<file path="src/rtl/fetch_issue_if.sv">
// Fetch/issue bus: instruction-memory port plus decode-side handshake and status.
// The master side belongs to the fetch unit. The slave side belongs to memory and decode.
interface fetch_issue_if #(
    parameter int ADDR_W = 12,
    parameter int CNT_W  = 16
);
    logic [ADDR_W-1:0] imem_addr;
    logic [31:0]       imem_q;
    logic              ready;
    logic              redirect;
    logic [ADDR_W-1:0] redirect_target;
    logic              valid;
    logic [31:0]       instr;
    logic [4:0]        opcode;
    logic              isR;
    logic [ADDR_W-1:0] pc_out;
    logic [CNT_W-1:0]  issued;

    modport master (
        output imem_addr, valid, instr, opcode, isR, pc_out, issued,
        input  imem_q, ready, redirect, redirect_target
    );

    modport slave (
        input  imem_addr, valid, instr, opcode, isR, pc_out, issued,
        output imem_q, ready, redirect, redirect_target
    );
endinterface

</file>
<file path="src/rtl/fetch_issue.sv">
// Fetch/issue unit: fetches one word from synchronous instruction memory, presents it to decode
// until it is accepted, and counts accepted instructions with a saturating counter.
module fetch_issue #(
    parameter int ADDR_W = 12,
    parameter int CNT_W  = 16
) (
    input  logic          clock,
    input  logic          reset,
    fetch_issue_if.master bus
);
    typedef enum logic [1:0] {FETCH, WAIT, ISSUE} state_t;

    state_t            state;
    logic [ADDR_W-1:0] pc;
    logic              valid_r;
    logic [31:0]       instr_r;
    logic [ADDR_W-1:0] pc_out_r;
    logic [CNT_W-1:0]  issued_r;

    function automatic logic [CNT_W-1:0] sat_inc(input logic [CNT_W-1:0] v);
        return (&v) ? v : v + CNT_W'(1);
    endfunction

    // A redirect in WAIT abandons the read in flight, so that data is never captured into instr.
    always_ff @(posedge clock) begin
        if (reset) begin
            state    <= FETCH;
            pc       <= '0;
            valid_r  <= 1'b0;
            instr_r  <= '0;
            pc_out_r <= '0;
            issued_r <= '0;
        end else if (bus.redirect) begin
            state   <= FETCH;
            pc      <= bus.redirect_target;
            valid_r <= 1'b0;
        end else begin
            case (state)
                FETCH: state <= WAIT;
                WAIT: begin
                    instr_r  <= bus.imem_q;
                    pc_out_r <= pc;
                    valid_r  <= 1'b1;
                    state    <= ISSUE;
                end
                ISSUE: begin
                    if (bus.ready) begin
                        pc       <= pc + ADDR_W'(1);
                        issued_r <= sat_inc(issued_r);
                        valid_r  <= 1'b0;
                        state    <= FETCH;
                    end
                end
                default: state <= FETCH;
            endcase
        end
    end

    assign bus.imem_addr = pc;
    assign bus.valid     = valid_r;
    assign bus.instr     = instr_r;
    assign bus.opcode    = instr_r[31:27];
    assign bus.isR       = (instr_r[31:27] == 5'b00000);
    assign bus.pc_out    = pc_out_r;
    assign bus.issued    = issued_r;
endmodule

</file>
<file path="src/flat_wrapper.sv">
// flat-port wrapper written by rule: the top's interface ports become plain ports
module fetch_issue_flat 
#(
    parameter int ADDR_W = 12,
    parameter int CNT_W  = 16
)
  (clock, reset, bus_imem_addr, bus_valid, bus_instr, bus_opcode, bus_isR, bus_pc_out, bus_issued, bus_imem_q, bus_ready, bus_redirect, bus_redirect_target);
  fetch_issue_if #(.ADDR_W(ADDR_W), .CNT_W(CNT_W)) bus_i ();
  input  logic clock;
  input  logic reset;
  output wire logic [$bits(bus_i.imem_addr)-1:0] bus_imem_addr;
  output wire logic [$bits(bus_i.valid)-1:0] bus_valid;
  output wire logic [$bits(bus_i.instr)-1:0] bus_instr;
  output wire logic [$bits(bus_i.opcode)-1:0] bus_opcode;
  output wire logic [$bits(bus_i.isR)-1:0] bus_isR;
  output wire logic [$bits(bus_i.pc_out)-1:0] bus_pc_out;
  output wire logic [$bits(bus_i.issued)-1:0] bus_issued;
  input wire logic [$bits(bus_i.imem_q)-1:0] bus_imem_q;
  input wire logic [$bits(bus_i.ready)-1:0] bus_ready;
  input wire logic [$bits(bus_i.redirect)-1:0] bus_redirect;
  input wire logic [$bits(bus_i.redirect_target)-1:0] bus_redirect_target;
  assign bus_imem_addr = bus_i.imem_addr;
  assign bus_valid = bus_i.valid;
  assign bus_instr = bus_i.instr;
  assign bus_opcode = bus_i.opcode;
  assign bus_isR = bus_i.isR;
  assign bus_pc_out = bus_i.pc_out;
  assign bus_issued = bus_i.issued;
  assign bus_i.imem_q = bus_imem_q;
  assign bus_i.ready = bus_ready;
  assign bus_i.redirect = bus_redirect;
  assign bus_i.redirect_target = bus_redirect_target;
  fetch_issue #(.ADDR_W(ADDR_W), .CNT_W(CNT_W)) u_core (.clock(clock), .reset(reset), .bus(bus_i));
endmodule
</file>
<file path="config.mk">
export PLATFORM = sky130hd
export DESIGN_NAME = fetch_issue_flat
export DESIGN_NICKNAME = d
export VERILOG_FILES = /design/src/rtl/fetch_issue_if.sv /design/src/rtl/fetch_issue.sv /design/src/flat_wrapper.sv
export SDC_FILE = /design/constraint.sdc
export NUM_CORES = 1
export LEC_CHECK = 0
export ABC_AREA = 1
export ABC_CLOCK_PERIOD_IN_PS = 1510
export CORE_UTILIZATION = 25
export DETAILED_ROUTE_END_ITERATION = 10
export PLACE_DENSITY = 0.61
export SLEW_MARGIN = 20
export SYNTH_ARGS = -nofsm -noshare
export SYNTH_HDL_FRONTEND = slang
export SYNTH_SLANG_ARGS = --single-unit
export TNS_END_PERCENT = 5
</file>
<file path="constraint.sdc">
create_clock -name clock -period 1.51 [get_ports clock]
set_clock_uncertainty 0.15 [all_clocks]
set_input_delay 0.151 -clock clock [delete_from_list [all_inputs] [get_ports clock]]
set_output_delay 0.151 -clock clock [all_outputs]
set_load 0.005 [all_outputs]
</file>
==> out/results.txt <==
status - finished with violations
violated checks - setup timing
initial core utilization - 25.8%
largest net degree at the start of global routing - 33
number of global-route vias before repair - 3586
Final ANT Viol Nets - 0
TNS Setup - -0.187 ns
Synth Instances - 476
cell area after synthesis - 3450 sq um
startpoint of the worst hold path - reset
Core ar. - 13300 sq um
switching power total - 1.07 mW
Crit path buffers/inverters - 2
Hold Worst Slack - 0.0580 ns
Critical Path Sink Type - register
post-synthesis register bit count - 75
Die Y-Extent - 119 um
most common library cells after synthesis - 127 x nand2_1, 75 x dfxtp_1, 57 x a21oi_1, 57 x nand3_1, 30 x nor2_1
synthesized area per cell - 7.24 sq um
f_max - 646 MHz
crit path kind - reg -> reg
FF-to-FF path depth - 8
syn nets - 526
Final setup viols - 8
clk buf depth - 2
initial antenna violation count - 0
Pwr Total - 4.55 mW
Hold Fails Final Rpt - 0
Max-Cap Viols - 0
Placer Congestion - 0.826
worst rel slew slack - 71.2%
row cnt - 42
DRC - 0
reg2reg setup slack - -0.04 ns
worst stage delay on the critical path - 0.35 ns
share of layout cells above drive strength 1 - 21.2%
RR Endpoint - u_core.bus.issued[9]
Int Pwr - 3.48 mW
final core occ - 42.5%
grt ovf - 0
Port Buffers - 126
vias per cell - 4.54
register area share after synthesis - 43.6%
Worst R2R Start - u_core.bus.issued[1]
overall routing resource usage - 15.9%
WL/cell - 13.4 um
YS warnings - 0
RSZ-0062 raised after global routing - true
crit path launch type - register
clk sinks - 75
Worst Tran Pin Value - 0.433 ns
Logic pwr share - 12.6%
Synth top area share - 43.6%
H-tree depth - 3
Critical Path Sink - u_core.bus.issued[9]
Synth area leaders - dfxtp_1 44%, nand2_1 14%, a21oi_1 8.3%, nand3_1 8.3%, nor2_1 3.3%
share of power burned in registers - 45.7%
crit path from - u_core.bus.issued[1]
TritonCTS clock tree - yes
max-slew violations - 0
fin worst setup slack - -0.0372 ns
Area growth syn-to-layout - 64.7%
min cycle time layout - 1.55 ns
# fillers - 1382
overall die area - 14300 sq um
first-pass GRT wire length - 17.6 mm
switching share of total power - 23.5%
HPWL Detailed - 8.19 mm
largest area contributor in the netlist - dfxtp_1
CP top delay family - flip-flops
peak supply drop - 0.000438 V
clock slew at reported path FFs - 0.06 ns
Levels on crit path - 8
FF/Latch Area - 1550 sq um
vias - 3751
total CTS buffers - 9
Die Width - 119 um
Netlist cell types - 29
ant diodes - 0
area of the multi-input gates - 1710 sq um
CP required - 1.63 ns
worst-path fanout max - 7
clock share of power - 41.7%
P per Cell Area - 802 nW/um^2
hold crit path type - in -> reg
critical-path cell list - ha_4 > inv_2 > nor2_4 > nand2_2 > o21ai_4 > buf_4 > nand2_1 > a21oi_2
Static Leak - 2.58 nW
Post-layout nets - 699
async set-reset flop share out of synthesis - 0%
Final Cycle Share - 102%
DRC marker count from the first detailed-route iteration - 175
Total Wirelength - 11.1 mm
1st-pass router iterations - 4
clk root buf - clkbuf_16
Slowest cell on crit path - dfxtp_4
most used flip-flop cell after synthesis - dfxtp_1
Boundary Pins - 127
Clk Latency, worst-skew pair - 0.34 ns
CTS Hold Buffers Added - 0
most frequent cell after synthesis - nand2_1
worst endpoint data arrival time - 1.66 ns
number of synthesized flops with an enable pin - 0
-- power groups by stage --
stage                     Combinational (mW)  Sequential, mW  Clock [mW]
after floorplan                        0.206            2.12           0
after global placement                 0.588            2.12           0
after detailed placement               0.595            2.12           0
after CTS                              0.583            2.08        1.97
after global routing                   0.629            2.08        2.06
final                                  0.575            2.08        1.90
-- what timing repair did --
action,in CTS,in global routing
pin swaps,0,1
gates resized for setup,62,34
buffers inserted,1,0
hold endpoints to repair,0,0
gates cloned,0,0
endpoints found under the setup margin,56,71
-- tightest hold or removal path, cell delays in order --
cell	delay, ns
buf_2	0.10
inv_1	0.11
o21ai_0	0.10
a21oi_1	0.04
-- per-stage QoR --
stage	setup slack (ns)	instances	area (sq um)
6_report	-0.0372	827	5680
5_1_grt	-0.140	827	5680
4_1_cts	-0.155	827	5600
3_5_place_dp	-0.174	813	5330
3_3_place_gp	-0.139	813	5330
2_1_floorplan	0.00855	476	3470
-- registers in the layout, summed over array words and instances, names as in the netlist --
register,cells
u_core.state,2
u_core.bus.instr,32
u_core.bus.pc_out,12
u_core.bus.imem_addr,12
u_core.bus.issued,16
u_core.bus.valid,1
-- worst min-delay path by stage --
| stage | slack, ns | cells after the start | to |
|---|---|---|---|
| 2_1_floorplan | 0.16 | 2 | u_core.bus.imem_addr[1] |
| 6_report | 0.06 | 4 | u_core.bus.instr[31] |
| 4_1_cts | 0.04 | 4 | u_core.bus.instr[30] |
| 3_3_place_gp | 0.26 | 1 | u_core.state[0] |
| 3_5_place_dp | 0.29 | 1 | u_core.state[0] |
| 5_1_grt | 0.1 | 4 | u_core.bus.instr[31] |
-- final cells by class --
cell class	instances	share of cell area [%]
Timing Repair Buffer	192	32.1
Multi-Input combinational cell	339	30.2
Sequential cell	75	27.3
Clock buffer	13	4.41
Tap cell	176	3.88
Inverter	32	2.16
-- cells in the final DEF, fill, tap and decap left out, types with 7 or more instances in the layout --
cell type / count
nand2_1: 126
dlymetal6s2s_1: 21
clkdlybuf4s50_1: 71
clkbuf_16: 9
nor2_1: 30
o21ai_0: 15
dfxtp_2: 21
a21oi_2: 9
dfxtp_1: 48
nand3_1: 56
a21oi_1: 57
inv_1: 28
dlygate4sd2_1: 32
buf_4: 59
nand4_1: 7
-- logic make-up (layout without fill, tap and decap cells) --
| kind of cell | count (synthesis) | after routing | synth area share [%] |
|---|---|---|---|
| AO/OA/AOI/OAI | 88 | 88 | 14.4 |
| XOR/XNOR | 10 | 10 | 2.54 |
| adder cells (fa/ha/maj) | 2 | 2 | 0.726 |
| buffers and inverters | 62 | 237 | 8.10 |
| flip-flops | 75 | 75 | 43.6 |
| AND/OR/NAND/NOR | 239 | 239 | 30.7 |
-- layer usage --
| metal | vias to the layer above | wire length, um | global-route usage [%] | share of wire, % |
|---|---|---|---|---|
| met1 | 1727 | 5050 | 20.1 | 46 |
| met4 | 0 | 248 | 7.42 | 2.2 |
| met5 | - | 0 | 0 | 0 |
| met3 | 19 | 564 | 2.97 | 5.1 |
| li1 | 1902 | - | - | - |
| met2 | 103 | 5210 | 25.9 | 47 |
(Power assumes the default switching activity.)
